## config.mk

```make
export PLATFORM = sky130hd
export DESIGN_NAME = uart_tx
export DESIGN_NICKNAME = d
export VERILOG_FILES = /design/src/rtl/uart_pkg.sv /design/src/rtl/uart_tx_fifo.sv /design/src/rtl/uart_tx.sv
export SDC_FILE = /design/constraint.sdc
export NUM_CORES = 1
export LEC_CHECK = 0
export CORE_MARGIN = 1.5
export CORE_UTILIZATION = 54
export CTS_CLUSTER_SIZE = 24
export DETAILED_ROUTE_END_ITERATION = 6
export GPL_ROUTABILITY_DRIVEN = 0
export PLACE_DENSITY_LB_ADDON = 0.08
export SLEW_MARGIN = 20
export SYNTH_ARGS = -nofsm -noshare
export SYNTH_HDL_FRONTEND = slang
export SYNTH_SLANG_ARGS = --single-unit
```

## constraint.sdc

```tcl
create_clock -name clk -period 3.15 [get_ports clk]
set_clock_uncertainty 0.15 [all_clocks]
set_input_delay 0.315 -clock clk [delete_from_list [all_inputs] [get_ports clk]]
set_output_delay 0.315 -clock clk [all_outputs]
set_load 0.05 [all_outputs]
```

## src/rtl/uart_pkg.sv

```systemverilog
// Shared UART definitions: FSM state encoding, bit-timing helpers and the
// default clock / bit-rate settings used by both the receiver and transmitter.
package uart_pkg;

  localparam int unsigned UART_BIT_RATE_DFLT = 9600;
  localparam int unsigned UART_CLK_HZ_DFLT   = 50_000_000;

  typedef enum logic [2:0] {
    ST_IDLE   = 3'd0,
    ST_START  = 3'd1,
    ST_DATA   = 3'd2,
    ST_PARITY = 3'd3,
    ST_STOP   = 3'd4
  } uart_state_e;

  function automatic int unsigned cycles_per_bit(input int unsigned clk_hz,
                                                 input int unsigned bit_rate);
    return clk_hz / bit_rate;
  endfunction

  // Width of a counter that holds 0..n-1, never narrower than one bit.
  function automatic int unsigned cnt_width(input int unsigned n);
    return (n <= 2) ? 1 : $clog2(n);
  endfunction

endpackage

```

## src/rtl/uart_tx_fifo.sv

```systemverilog
// Byte FIFO in front of the UART transmitter: show-ahead head, power-of-two
// depth so the pointers wrap for free.
module uart_tx_fifo
  import uart_pkg::*;
#(
  parameter int unsigned DEPTH = 4,
  parameter int unsigned W     = 8,
  localparam int unsigned AW   = cnt_width(DEPTH)
) (
  input  logic          clk,
  input  logic          resetn,
  input  logic          wr_en,
  input  logic [W-1:0]  wr_data,
  input  logic          rd_en,
  output logic [W-1:0]  rd_data,
  output logic          full,
  output logic          empty,
  output logic [AW:0]   count
);

  if (DEPTH < 2 || (DEPTH & (DEPTH - 1)) != 0) begin : g_bad_depth
    $error("uart_tx_fifo: DEPTH must be a power of two and at least 2");
  end

  logic [DEPTH-1:0][W-1:0] mem_q;
  logic [AW-1:0]           wr_ptr_q, wr_ptr_d;
  logic [AW-1:0]           rd_ptr_q, rd_ptr_d;
  logic [AW:0]             count_q, count_d;
  logic                    do_wr, do_rd;

  assign full    = (count_q == (AW+1)'(DEPTH));
  assign empty   = (count_q == '0);
  assign count   = count_q;
  assign rd_data = mem_q[rd_ptr_q];
  assign do_wr   = wr_en & ~full;
  assign do_rd   = rd_en & ~empty;

  always_comb begin
    wr_ptr_d = wr_ptr_q;
    rd_ptr_d = rd_ptr_q;
    count_d  = count_q;
    if (do_wr) wr_ptr_d = wr_ptr_q + AW'(1);
    if (do_rd) rd_ptr_d = rd_ptr_q + AW'(1);
    case ({do_wr, do_rd})
      2'b10:   count_d = count_q + (AW+1)'(1);
      2'b01:   count_d = count_q - (AW+1)'(1);
      default: count_d = count_q;
    endcase
  end

  always_ff @(posedge clk or negedge resetn) begin
    if (!resetn) begin
      wr_ptr_q <= '0;
      rd_ptr_q <= '0;
      count_q  <= '0;
    end else begin
      wr_ptr_q <= wr_ptr_d;
      rd_ptr_q <= rd_ptr_d;
      count_q  <= count_d;
    end
  end

  // Storage needs no reset: an entry is only read after it has been written.
  always_ff @(posedge clk) begin
    if (do_wr) mem_q[wr_ptr_q] <= wr_data;
  end

endmodule

```

## src/rtl/uart_tx.sv

```systemverilog
// UART transmitter, LSB first, 1 or 2 stop bits, fed by a small byte FIFO.
// Define UART_TX_PARITY_EN to insert a parity bit after the payload.
module uart_tx
  import uart_pkg::*;
#(
  parameter int unsigned BIT_RATE     = UART_BIT_RATE_DFLT,
  parameter int unsigned CLK_HZ       = UART_CLK_HZ_DFLT,
  parameter int unsigned PAYLOAD_BITS = 8,
  parameter int unsigned STOP_BITS    = 1,
  parameter int unsigned FIFO_DEPTH   = 4,
  parameter int unsigned PARITY_ODD   = 0
) (
  input  logic                    clk,
  input  logic                    resetn,
  input  logic                    uart_tx_en,
  input  logic                    uart_tx_valid,
  input  logic [PAYLOAD_BITS-1:0] uart_tx_data,
  output logic                    uart_tx_ready,
  output logic                    uart_tx_busy,
  output logic                    uart_txd
);

  localparam int unsigned CPB      = cycles_per_bit(CLK_HZ, BIT_RATE);
  localparam int unsigned CW       = cnt_width(CPB);
  localparam int unsigned BMAX     = (PAYLOAD_BITS > STOP_BITS) ? PAYLOAD_BITS : STOP_BITS;
  localparam int unsigned BW       = cnt_width(BMAX);
  localparam int unsigned FAW      = cnt_width(FIFO_DEPTH);
  localparam logic [CW-1:0] CYC_LAST  = CW'(CPB - 1);
  localparam logic [BW-1:0] DATA_LAST = BW'(PAYLOAD_BITS - 1);
  localparam logic [BW-1:0] STOP_LAST = BW'(STOP_BITS - 1);

  if (STOP_BITS < 1 || STOP_BITS > 2 || PARITY_ODD > 1 || CPB < 1) begin : g_bad_cfg
    $error("uart_tx: illegal STOP_BITS, PARITY_ODD or bit-rate setting");
  end

  uart_state_e             state_q, state_d;
  logic [CW-1:0]           cyc_q, cyc_d;
  logic [BW-1:0]           bit_q, bit_d;
  logic [PAYLOAD_BITS-1:0] shreg_q, shreg_d, shreg_nx;
  logic                    txd_q, txd_d;
  logic                    bit_end, start_ok, launch;

  logic [PAYLOAD_BITS-1:0] head;
  logic                    fifo_full, fifo_empty;
  logic [FAW:0]            fifo_count;

  uart_tx_fifo #(
    .DEPTH (FIFO_DEPTH),
    .W     (PAYLOAD_BITS)
  ) u_fifo (
    .clk     (clk),
    .resetn  (resetn),
    .wr_en   (uart_tx_valid),
    .wr_data (uart_tx_data),
    .rd_en   (launch),
    .rd_data (head),
    .full    (fifo_full),
    .empty   (fifo_empty),
    .count   (fifo_count)
  );

  assign uart_tx_ready = ~fifo_full;
  assign uart_tx_busy  = (state_q != ST_IDLE) | (fifo_count != '0);
  assign uart_txd      = txd_q;

  assign bit_end  = (cyc_q == '0);
  assign start_ok = uart_tx_en & ~fifo_empty;
  assign shreg_nx = shreg_q >> 1;

`ifdef UART_TX_PARITY_EN
  localparam logic ODD = (PARITY_ODD != 0);
  logic par_q, par_d;
`endif

  always_comb begin
    state_d = state_q;
    cyc_d   = cyc_q;
    bit_d   = bit_q;
    shreg_d = shreg_q;
    txd_d   = txd_q;
    launch  = 1'b0;
`ifdef UART_TX_PARITY_EN
    par_d   = par_q;
`endif
    if (!bit_end) cyc_d = cyc_q - CW'(1);

    case (state_q)
      ST_IDLE: begin
        txd_d  = 1'b1;
        launch = start_ok;
      end
      ST_START: if (bit_end) begin
        state_d = ST_DATA;
        cyc_d   = CYC_LAST;
        bit_d   = '0;
        txd_d   = shreg_q[0];
      end
      ST_DATA: if (bit_end) begin
        cyc_d = CYC_LAST;
        if (bit_q == DATA_LAST) begin
          bit_d = '0;
`ifdef UART_TX_PARITY_EN
          state_d = ST_PARITY;
          txd_d   = par_q;
`else
          state_d = ST_STOP;
          txd_d   = 1'b1;
`endif
        end else begin
          bit_d   = bit_q + BW'(1);
          shreg_d = shreg_nx;
          txd_d   = shreg_nx[0];
        end
      end
`ifdef UART_TX_PARITY_EN
      ST_PARITY: if (bit_end) begin
        state_d = ST_STOP;
        cyc_d   = CYC_LAST;
        bit_d   = '0;
        txd_d   = 1'b1;
      end
`endif
      ST_STOP: if (bit_end) begin
        if (bit_q == STOP_LAST) begin
          // Back-to-back frames: the next start bit follows the last stop bit directly.
          if (start_ok) begin
            launch = 1'b1;
          end else begin
            state_d = ST_IDLE;
            txd_d   = 1'b1;
          end
        end else begin
          bit_d = bit_q + BW'(1);
          cyc_d = CYC_LAST;
        end
      end
      default: begin
        state_d = ST_IDLE;
        txd_d   = 1'b1;
      end
    endcase

    if (launch) begin
      state_d = ST_START;
      cyc_d   = CYC_LAST;
      bit_d   = '0;
      shreg_d = head;
      txd_d   = 1'b0;
`ifdef UART_TX_PARITY_EN
      par_d   = (^head) ^ ODD;
`endif
    end
  end

  always_ff @(posedge clk or negedge resetn) begin
    if (!resetn) begin
      state_q <= ST_IDLE;
      cyc_q   <= '0;
      bit_q   <= '0;
      shreg_q <= '0;
      txd_q   <= 1'b1;
    end else begin
      state_q <= state_d;
      cyc_q   <= cyc_d;
      bit_q   <= bit_d;
      shreg_q <= shreg_d;
      txd_q   <= txd_d;
    end
  end

`ifdef UART_TX_PARITY_EN
  always_ff @(posedge clk or negedge resetn) begin
    if (!resetn) par_q <= 1'b0;
    else         par_q <= par_d;
  end
`endif

endmodule

```

# Word level (Yosys, flattened, before mapping)
# Cells that the tools add are included.
# op_classes
add_sub_neg	6
n_lt_le_gt_ge	3
n_eq_ne	16
mux	43
bitwise	6
n_reduce_logical	16
# ops
operator	count
two-way mux 13 bit	5
two-way mux 8 bit	6
two-way mux 3 bit	13
bitwise mux 32 bit	1
one-hot mux 13 bit (2 select lines)	1
inequality test 3 x 2 -> 1 bit (second input constant)	7
binary-select mux 8 bit (select 2 bit)	1
demux 8 bit (select 2 bit)	1
logical NOT 13 bit	1
subtractor 13 x 1 -> 13 bit (second input constant)	1
one-hot mux 3 bit (4 select lines)	1
two-way mux 1 bit	10
AND reduction 5 bit	2
equality test 3 bit (second input constant)	3
logical NOT 3 bit	3
one-hot mux 3 bit (3 select lines)	1
AND reduction 7 bit	1
adder 3 x 1 -> 3 bit (second input constant)	2
less-than comparator 2 x 3 -> 1 bit (second input constant)	2
one-hot mux 3 bit (2 select lines)	1
nonzero test 2 bit	3
nonzero test 3 bit	2
adder 2 x 1 -> 2 bit (second input constant)	2
inequality test 2 x 1 -> 1 bit (second input constant)	2
other kinds (15)	18
# totals
reg_bits	67
out_inout_bits	3
elab_cells	102

# Depth between registers and ports, before layout
# Gate-level depths: netlist of the first run.
# depth
word_depth	10
depth_mapped	13
depth_no_buf	12

# Cells and area by module
# Synthesis of the first run repeated with hierarchy kept, for this count alone.
# hier_totals
hier_cells	265
area_unflattened_um2	3308.2
# by_module_without_submodules
mod	instances	cells_per_inst	area_each_um2
uart_tx	1	185	1716.6
uart_tx_fifo	1	80	1591.5

# Worst setup path before layout of the first run
# OpenSTA, ideal clock, no wires.
# synth_path
path_type	register -> register
from	register cyc_q[0]
to	register u_fifo.count_q[2], in the netlist u_fifo.count[2]
setup_ps	79
t_arrival_ps	2931
t_required_ps	2921
setup_slack_ps	-10
path_stages_with_launch	14
path_buffers	1
cell_sequence	dfrtp_1 inv_1 ha_1 or4b_1 nor4_4 inv_2 o21ai_2 buf_6 ha_1 inv_1 fa_1 xor2_1 nor2_1 xor2_1
# synth_via
elab_chain_cells	6
word_cells_on_any_way	8
# synth_rtl
element	line	rtl
from (decl)	uart_tx.sv:37	logic [CW-1:0] cyc_q, cyc_d;
from (signal assigned)	uart_tx.sv:164	cyc_q <= cyc_d;
logical NOT 13 bit *	uart_tx.sv:66	assign bit_end = (cyc_q == '0);
two-way mux 1 bit *	uart_tx.sv:123	ST_STOP: if (bit_end) begin
one-hot mux 1 bit (2 select lines) *	uart_tx.sv:87	case (state_q)
AND 1 bit *	uart_tx_fifo.sv:36	assign do_rd = rd_en & ~empty;
net u_fifo.do_rd	uart_tx_fifo.sv:29	logic do_wr, do_rd;
equality test 2 x 1 -> 1 bit / equality test 2 bit (equally long branches)	uart_tx_fifo.sv:44	case ({do_wr, do_rd})
one-hot mux 3 bit (2 select lines) / nonzero test 2 bit (equally long branches)	--	
to (signal assigned)	uart_tx_fifo.sv:59	count_q <= count_d;
to (decl)	uart_tx_fifo.sv:28	logic [AW:0] count_q, count_d;
# Mark *: on every way through the listed nets, which the timed path passes. The rest lies on a longest branch.
# A chain may end at the register's enable or synchronous reset.

# Worst setup path in the final report of the first run
# layout_path
from	register cyc_q[0]
to	register u_fifo.count_q[2], in the netlist u_fifo.count[2]
# layout_via
elab_chain_cells	6
word_cells_on_any_way	8
# layout_rtl
element	line
logical NOT 13 bit *	uart_tx.sv:66
two-way mux 1 bit *	uart_tx.sv:123
one-hot mux 1 bit (2 select lines) *	uart_tx.sv:87
AND 1 bit *	uart_tx_fifo.sv:36
equality test 2 x 1 -> 1 bit / equality test 2 bit (equally long branches)	uart_tx_fifo.sv:44
one-hot mux 3 bit (2 select lines) / nonzero test 2 bit (equally long branches)	--
# Every way passes the cells marked *; elsewhere a longest branch is shown, timed or not.

==> run_results.csv, run 1 <==
group,metric,value,unit
routing,antenna_left,0,
power_and_ir_drop,comb_power_share,0.276,
routing,remaining_drc_errors,0,
finish,syn_to_final_growth,13.6,%
logic_synthesis,avgSynthCellArea,12.8,um^2
die,die_area,0.00629,mm^2
power_and_ir_drop,total_power,2.85,mW
timing,fmax,340,MHz
routing,drt-initial-drc-count,102,
logic_synthesis,syn_area,0.00314,mm^2
setup_path,cp.buffers_inverters,3,
finish,final_common_cell,"dfrtp_1",
timing,rsz0062_at_grt,"false",
power_and_ir_drop,ir_drop,0.547,mV
power_and_ir_drop,power.internal,1.96,mW
power_and_ir_drop,powerDensity,799,mW/mm^2
finish,utilization,0.641,
die,rows,27,
clock_network,cts_setup_buffers,0,
setup_path,critical_path.cell_chain,"inv_1 > ha_1 > or4b_4 > nor4_4 > inv_2 > o21ai_4 > ha_2 > inv_1 > fa_1 > xor2_1 > nor2_1 > xor2_1",
global_routing,grt_use_total,0.200,
finish,multi_input_area,0.00124,mm^2
clock_network,insertion_delay,330,ps
clock_network,cts.clk_slew.worst_paths,60,ps
timing,hold_violations,0,
die,die_height,79.3,um
clock_network,cts_tree,"done",
clock_network,cts_buffer_depth,2,
placement,dp_hpwl,3.83,mm
worst_hold_path,hold_class,"flip-flop to flip-flop",
placement,placed_area,0.00338,mm^2
logic_synthesis,synth_seq_cells,67,
finish,drive_gt1_frac,0.156,
routing,dr_total_vias,2006,
logic_synthesis,synth.distinct_cells,54,
timing,fin_crit,2940,ps
die,num_io_pins,15,
die,initial_utilization,0.564,
timing,setup_viol_count_final,0,
setup_path,cp-start-kind,"flip-flop",
finish,fin_cells,348,
global_routing,grt_max_degree,36,
routing,wirelength,5.46,mm
logic_synthesis,seq_area_frac_synth,0.585,
finish,diodes,0,
finish,final-seq-area,0.00184,mm^2
routing,post_drt_wl_per_cell,15.7,um
power_and_ir_drop,p_sw_frac,0.314,
routing,vias_per_cell,5.76,
power_and_ir_drop,leakage,1.38,nW
clock_network,cts-root-buf,"clkbuf_8",
timing,slew_viol_final,0,
global_routing,first_global_vias,1948,
setup_path,slowest_stage,"or4b_4",
timing,fin_setup_tns,0,ps
global_routing,antenna_found_initial,0,
setup_path,crit_family,"simple AND/OR/NAND/NOR gates",
finish,fin_nets,294,
clock_network,htree_levels,3,
die,core-area,0.00557,mm^2
logic_synthesis,ys_async_sr_fraction,0.522,
status,status,"finished, final reports clean",
global_routing,grt.overflow.total,0,
timing,relSlewSlack,0.482,
die,die_x,79.3,um
logic_synthesis,synthCells,246,
global_routing,grt_pass1_wl,9.34,mm
placement,numPortBuffers,14,
logic_synthesis,yosys_warnings,0,
logic_synthesis,ys.flop_type,"dfrtp_1",
setup_path,crit_path_max_fanout,4,
power_and_ir_drop,clockPowerShare,0.224,
setup_path,max_stage_delay,510,ps
finish,fin_area,0.00357,mm^2
setup_path,crit_required,3260,ps
clock_network,clock-sinks,67,
setup_path,cp-end-kind,"flip-flop",
power_and_ir_drop,p_sw,895,uW
timing,post-route-period-util,0.933,
logic_synthesis,synth_nets,269,
placement,dp.cells,331,
timing,worst_pin_slew,778,ps
setup_path,crit_type,"flip-flop to flip-flop",
logic_synthesis,synth_edf_count,32,
finish,final_cell_mix,"dfrtp_1, edfxtp_1, nor2_1, nand2_1",
routing,dr.pass1.iters,4,
clock_network,cts_buffers,9,
power_and_ir_drop,p_seq_frac,0.499,
finish,fillers,431,
run,cap_violations,0,
setup_path,arrival,3050,ps
-- synthesized netlist by cell type (7+ instances only) --
library cell | instances | share of area
nor2_1 | 20 | 0.024
o21ai_0 | 9 | 0.014
ha_1 | 10 | 0.040
nand2b_1 | 7 | 0.014
nand3_1 | 8 | 0.013
dfrtp_1 | 34 | 0.27
inv_1 | 13 | 0.016
o221a_2 | 7 | 0.025
nand2_1 | 17 | 0.020
edfxtp_1 | 32 | 0.31
mux4_2 | 8 | 0.057
-- power groups by stage --
stage | clock network (mW) | logic, mW | registers [mW]
floorplan | 0 | 0.662 | 1.35
global placement | 0 | 0.775 | 1.43
detailed placement | 0 | 0.796 | 1.44
CTS | 0.662 | 0.800 | 1.43
global route | 0.699 | 0.894 | 1.47
finish | 0.640 | 0.788 | 1.42
-- state kept, by name (all words and copies together), names as in the netlist --
signal	cells
bit_q	3
u_fifo.wr_ptr_q	2
shreg_q	8
u_fifo.rd_ptr_q	2
uart_txd	1
cyc_q	13
u_fifo.mem_q	32
u_fifo.count	3
state_q	3
-- worst min-delay path, cell delays in order (launching register included) --
cell and delay, ps:
dfrtp_1 380, nand2_1 50, o21ai_0 60
-- layout make-up --
type / instances / share of cell area
Clock buffer: 12 / 0.0378
Clock inverter: 4 / 0.0116
Inverter: 14 / 0.0147
Multi-Input combinational cell: 160 / 0.347
Sequential cell: 67 / 0.515
Tap cell: 72 / 0.0252
Timing Repair Buffer: 19 / 0.0491
-- layer usage --
metal | GRT usage | part of all wire
met2 | 0.308 | 0.49
met5 | 0 | 0
met3 | 0.0621 | 0.048
met1 | 0.273 | 0.46
met4 | 0.0614 | 0.0068
-- what timing repair did --
action                                  in CTS  in global routing
hold endpoints to repair                    34                  0
gates resized for setup                      0                  1
hold buffers                                 1                  0
endpoints found under the setup margin       0                  1
-- path summary, 6_finish.rpt --
path	from	endpoint	slack [ps]	cells after the start
worst max-delay path	cyc_q[0]	u_fifo.count[2]	210	12
worst min-delay path	shreg_q[7]	shreg_q[7]	380	2
worst max register to register	cyc_q[0]	u_fifo.count[2]	210	12
worst min register to register	shreg_q[7]	shreg_q[7]	380	2
max in group asynchronous	resetn	u_fifo.rd_ptr_q[1]	1910	2
min in group asynchronous	resetn	cyc_q[5]	450	2
-- through the flow --
step                      worst slack [ps]  hold WS, ps
after floorplan                       2.93         -131
after global placement                 215          296
after detailed placement               162          291
after CTS                              135          380
after global routing                  24.7          418
final                                  211          379
-- logic make-up (layout without fill, tap and decap cells) --
kind of cell | Yosys count | count (layout) | share of synthesized area
xor gates and xnor gates | 7 | 7 | 0.0195
buffers and inverters | 19 | 49 | 0.0255
DFF | 67 | 67 | 0.585
adders and majority gates | 11 | 11 | 0.0462
AOI/OAI and AO/OA | 40 | 40 | 0.0940
muxes | 13 | 13 | 0.0736
and+or+nand+nor | 89 | 89 | 0.156
No activity file was read; power rests on OpenSTA's default activity.
==> run 2, diff against run 1 <==
CORE_UTILIZATION = 59   (was 54)
clock period = 3 ns   (was 3.15 ns; I/O delays follow)
==> run 2 against run 1 <==
- via count is 0.90% lower
- non-clock buffer count is 3 higher
- cell area is 0.84% higher
- setup slack worse by 87 ps
- global-route usage is 1.1 points higher
- hold slack worse by 170 ps
- die area is 8.2% lower
- fmax is 2.2% higher
- critical path type unchanged
- register-to-register slack worse by 90 ps
==> run_results.csv, run 2 (synthesized netlist as in run 1, its figures left out) <==
group,metric,value,unit
routing,dr_total_vias,1988,
status,status,"finished, final reports clean",
finish,final-seq-area,0.00184,mm^2
finish,multi_input_area,0.00125,mm^2
placement,numPortBuffers,14,
die,die_area,0.00577,mm^2
routing,remaining_drc_errors,0,
worst_hold_path,hold_class,"input port to async pin",
clock_network,cts_tree,"done",
global_routing,grt_use_total,0.211,
setup_path,critical_path.cell_chain,"inv_1 > ha_2 > or4b_4 > nor4_4 > inv_2 > buf_4 > ha_1 > or2_2 > a22o_1 > a21o_1",
routing,antenna_left,0,
clock_network,post_cts_resize_count,0,
run,cap_violations,0,
routing,vias_per_cell,5.70,
clock_network,hold_buffers,0,
die,die_x,76.0,um
timing,hold_violations,0,
finish,largest_register,"u_fifo.mem_q",
routing,wirelength,5.46,mm
setup_path,arrival,2950,ps
clock_network,cts_buffer_depth,2,
global_routing,first_global_vias,2039,
setup_path,crit_required,3080,ps
clock_network,htree_levels,3,
power_and_ir_drop,powerDensity,824,mW/mm^2
finish,fin_nets,297,
power_and_ir_drop,clockPowerShare,0.214,
finish,diodes,0,
timing,relSlewSlack,0.624,
clock_network,cts.clk_slew.worst_paths,80,ps
clock_network,cts-root-buf,"clkbuf_8",
placement,pre_cts_ws,97.1,ps
global_routing,grt_pass1_wl,9.35,mm
global_routing,antenna_found_initial,0,
timing,rsz0062_at_grt,"false",
routing,post_drt_wl_per_cell,15.7,um
power_and_ir_drop,comb_power_share,0.285,
die,die_height,76.0,um
timing,fin_crit,2880,ps
setup_path,cp-start-kind,"flip-flop",
finish,drive_gt1_frac,0.190,
setup_path,slowest_stage,"or4b_4",
finish,largest_register_ffs,32,
clock_network,clock-sinks,67,
global_routing,grt_max_degree,36,
timing,worst_pin_slew,564,ps
power_and_ir_drop,p_seq_frac,0.502,
die,num_io_pins,15,
power_and_ir_drop,leakage,1.38,nW
finish,final_cell_mix,"dfrtp_1, edfxtp_1, nor2_1, nand2_1, clkdlybuf4s50_1",
finish,fin_cells,349,
global_routing,grt.overflow.total,0,
timing,layout_setup_ws,124,ps
finish,syn_to_final_growth,14.6,%
setup_path,cp-end-kind,"flip-flop",
timing,setup_viol_count_final,0,
clock_network,insertion_delay,340,ps
routing,drt-initial-drc-count,70,
setup_path,crit_path_max_fanout,10,
setup_path,max_stage_delay,500,ps
finish,fillers,370,
timing,slew_viol_final,0,
timing,fmax,348,MHz
power_and_ir_drop,power.internal,1.98,mW
timing,post-route-period-util,0.959,
finish,final_common_cell,"dfrtp_1",
placement,dp_hpwl,3.92,mm
finish,utilization,0.705,
placement,dp.cells,333,
clock_network,cts_buffers,9,
power_and_ir_drop,p_sw_frac,0.331,
routing,dr.pass1.iters,4,
clock_network,cts_setup_buffers,0,
die,initial_utilization,0.615,
die,rows,26,
setup_path,crit_type,"flip-flop to flip-flop",
die,core-area,0.00511,mm^2
finish,top_regs,"u_fifo.mem_q x32, cyc_q x13, shreg_q x8",
power_and_ir_drop,ir_drop,0.565,mV
power_and_ir_drop,p_sw,984,uW
[run 2: cell types whose count changed in the layout (fill, tap and decap cells not counted), sizes merged]
| cell | before | now |
|---|---|---|
| buf | 5 | 8 |
| clkbuf | 12 | 9 |
| clkinvlp | 0 | 3 |
| bufinv | 1 | 0 |
| clkdlybuf4s50 | 13 | 14 |
| clkinv | 3 | 4 |
| dlygate4sd3 | 1 | 0 |
[run 2: final timing paths]
check | startpoint | endpoint | slack (ps) | depth (start not counted)
min in group clk | state_q[2] | state_q[1] | 390 | 1
max | cyc_q[0] | cyc_q[0] | 120 | 10
min reg2reg | state_q[2] | state_q[1] | 390 | 1
min | resetn | state_q[1] | 210 | 2
max reg2reg | cyc_q[0] | cyc_q[0] | 120 | 10
max in group asynchronous | resetn | uart_txd | 2150 | 2
[run 2: worst max-delay path: cells and delay by family (launching register included)]
| family | cells | cell delay [ps] |
|---|---|---|
| AO/OA/AOI/OAI | 2 | 360 |
| buffers and inverters | 3 | 340 |
| adder cells (fa/ha/maj) | 2 | 440 |
| AND/OR/NAND/NOR | 3 | 1060 |
| flip-flops | 1 | 410 |
[run 2: power groups by stage]
| stage | Clock [mW] | Combinational, mW | Sequential [mW] |
|---|---|---|---|
| after global routing | 0.686 | 0.949 | 1.54 |
| after global placement | 0 | 0.826 | 1.50 |
| after detailed placement | 0 | 0.854 | 1.51 |
| after CTS | 0.647 | 0.858 | 1.49 |
| after floorplan | 0 | 0.705 | 1.42 |
| final | 0.634 | 0.845 | 1.49 |
[run 2: final cells by class]
type / instances / share of cell area
Timing Repair Buffer: 22 / 0.0556
Inverter: 14 / 0.0146
Clock buffer: 9 / 0.0344
Tap cell: 70 / 0.0243
Multi-Input combinational cell: 160 / 0.348
Sequential cell: 67 / 0.510
Clock inverter: 7 / 0.0125
[run 2: per-layer routing]
layer / share of wire / routed length [um] / up-vias / global-route usage
li1: - / - / 971 / -
met1: 0.46 / 2500 / 969 / 0.270
met2: 0.50 / 2720 / 39 / 0.341
met3: 0.030 / 163 / 9 / 0.0467
met4: 0.015 / 81 / 0 / 0.106
met5: 0 / 0 / - / 0
[run 2: metrics by stage]
step                hold slack (ps)  instance area (um^2)  TNS (ps)  power [mW]
floorplan                      -146                  3170     -38.8        2.13
detailed placement              376                  3430         0        2.36
CTS                             220                  3600         0        3.00
finish                          213                  3600         0        2.97
global route                    260                  3600         0        3.17
global placement                363                  3430         0        2.32
==> run 3, diff against run 2 <==
CORE_MARGIN = default   (was 1.5)
==> run 3 against run 2 <==
- critical path depth is the same
- highest routed layer unchanged
- fmax up 0.73%
- largest cell class unchanged
- core utilization up 0.44 points
- total power increased by 3.6%
==> run_results.csv, run 3 (synthesized netlist as in run 1, its figures left out) <==
group,metric,value,unit
status,status,"finished, final reports clean",
finish,diodes,0,
setup_path,crit_path_max_fanout,10,
timing,relSlewSlack,0.615,
die,die_height,75.0,um
clock_network,cts_buffers,9,
timing,fmax,350,MHz
finish,final_common_cell,"dfrtp_1",
global_routing,antenna_found_initial,0,
routing,wirelength,5.40,mm
die,rows,26,
die,num_io_pins,15,
setup_path,cp-end-kind,"flip-flop",
global_routing,first_global_vias,1906,
power_and_ir_drop,clockPowerShare,0.236,
timing,worst_pin_slew,578,ps
placement,dp_hpwl,3.84,mm
power_and_ir_drop,p_sw_frac,0.323,
setup_path,crit_type,"flip-flop to flip-flop",
finish,final_cell_mix,"dfrtp_1, edfxtp_1, nor2_1, nand2_1, clkdlybuf4s50_1",
clock_network,cts.clk_slew.worst_paths,80,ps
global_routing,grt.overflow.total,0,
clock_network,hold_buffers,0,
finish,fin_area,0.00362,mm^2
timing,fin_crit,2860,ps
finish,fin_nets,297,
routing,antenna_left,0,
clock_network,cts_buffer_depth,2,
routing,post_drt_wl_per_cell,15.5,um
setup_path,arrival,2940,ps
power_and_ir_drop,total_power,3.07,mW
die,die_area,0.00562,mm^2
clock_network,insertion_delay,340,ps
finish,utilization,0.709,
routing,vias_per_cell,5.64,
power_and_ir_drop,powerDensity,849,mW/mm^2
clock_network,htree_levels,3,
global_routing,grt_use_total,0.225,
timing,slew_viol_final,0,
finish,largest_register_ffs,32,
placement,numPortBuffers,14,
clock_network,clock-sinks,67,
routing,dr.pass1.iters,4,
global_routing,grt_max_degree,36,
timing,layout_setup_ws,145,ps
placement,pre_cts_ws,70.3,ps
clock_network,cts_tree,"done",
power_and_ir_drop,ir_drop,0.470,mV
timing,hold_violations,0,
global_routing,grt_pass1_wl,9.07,mm
finish,drive_gt1_frac,0.194,
die,core-area,0.00511,mm^2
power_and_ir_drop,comb_power_share,0.278,
worst_hold_path,hold_class,"input port to async pin",
power_and_ir_drop,leakage,1.40,nW
setup_path,crit_required,3080,ps
finish,syn_to_final_growth,15.3,%
finish,top_regs,"u_fifo.mem_q x32, cyc_q x13, shreg_q x8",
finish,fillers,359,
timing,setup_viol_count_final,0,
timing,post-route-period-util,0.952,
power_and_ir_drop,power.internal,2.08,mW
routing,drt-initial-drc-count,135,
timing,rsz0062_at_grt,"true",
power_and_ir_drop,p_sw,993,uW
finish,largest_register,"u_fifo.mem_q",
routing,dr_total_vias,1968,
power_and_ir_drop,p_seq_frac,0.486,
setup_path,cp-start-kind,"flip-flop",
clock_network,cts-root-buf,"clkbuf_8",
die,die_x,75.0,um
placement,placed_area,0.00342,mm^2
run,cap_violations,0,
die,initial_utilization,0.615,
routing,remaining_drc_errors,0,
==> run 3: changes by cell type in the layout (fill, tap and decap cells not counted) <==
cell,previous run,this run
bufinv_16,0,1
clkinv_4,1,0
clkinvlp_4,3,2
inv_1,13,12
inv_2,1,2
inv_6,0,1
==> run 3: through the flow <==
step	instances	setup TNS (ps)	hold WS [ps]
finish	349	0	208
global route	349	-7.91	258
CTS	347	0	227
detailed placement	331	0	369
global placement	331	0	364
floorplan	246	-38.8	-146
==> run 3: repair_timing <==
item                       4_1_cts  5_1_grt
gates resized for setup          0        1
setup buffers                    0        2
setup endpoints to repair        0        2
==> run 3: final timing paths <==
kind | slack, ps | depth (start not counted) | endpoint | from
min in group clk | 380 | 2 | shreg_q[7] | shreg_q[7]
min reg2reg | 380 | 2 | shreg_q[7] | shreg_q[7]
max reg2reg | 140 | 10 | cyc_q[0] | cyc_q[0]
max in group asynchronous | 2140 | 2 | uart_txd | resetn
max | 140 | 10 | cyc_q[0] | cyc_q[0]
min | 210 | 2 | u_fifo.count[0] | resetn
==> run 3: power groups by stage <==
stage / Clock [mW] / Sequential (mW) / Combinational [mW]
final: 0.724 / 1.50 / 0.855
after global routing: 0.778 / 1.54 / 0.951
after CTS: 0.733 / 1.50 / 0.850
after detailed placement: 0 / 1.51 / 0.848
after global placement: 0 / 1.50 / 0.817
after floorplan: 0 / 1.42 / 0.705
==> run 3: worst max-delay path, stage by stage (launching register included) <==
cell and delay [ps]:
dfrtp_1 410, inv_1 70, ha_2 180, or4b_4 480, nor4_4 260, inv_2 90
buf_4 180, ha_1 280, or2_2 290, a22o_1 200, a21o_1 150
==> run 3: area by class of cell <==
type	instances	area, um^2	share of cell area
inverters	14	52.6	0.0145
clock inverters	7	67.6	0.0186
well taps	70	87.6	0.0242
flip-flops and latches	67	1840	0.507
multi-input cells	160	1250	0.346
clock buffers	9	124	0.0342
repair buffers	22	200	0.0552
==> run 3: routing by layer <==
| metal | track usage | routed length [um] | up-vias |
|---|---|---|---|
| met3 | 0.0562 | 152 | 4 |
| li1 | - | - | 969 |
| met5 | 0 | 0 | - |
| met4 | 0.0818 | 39 | 0 |
| met1 | 0.296 | 2560 | 963 |
| met2 | 0.367 | 2650 | 32 |
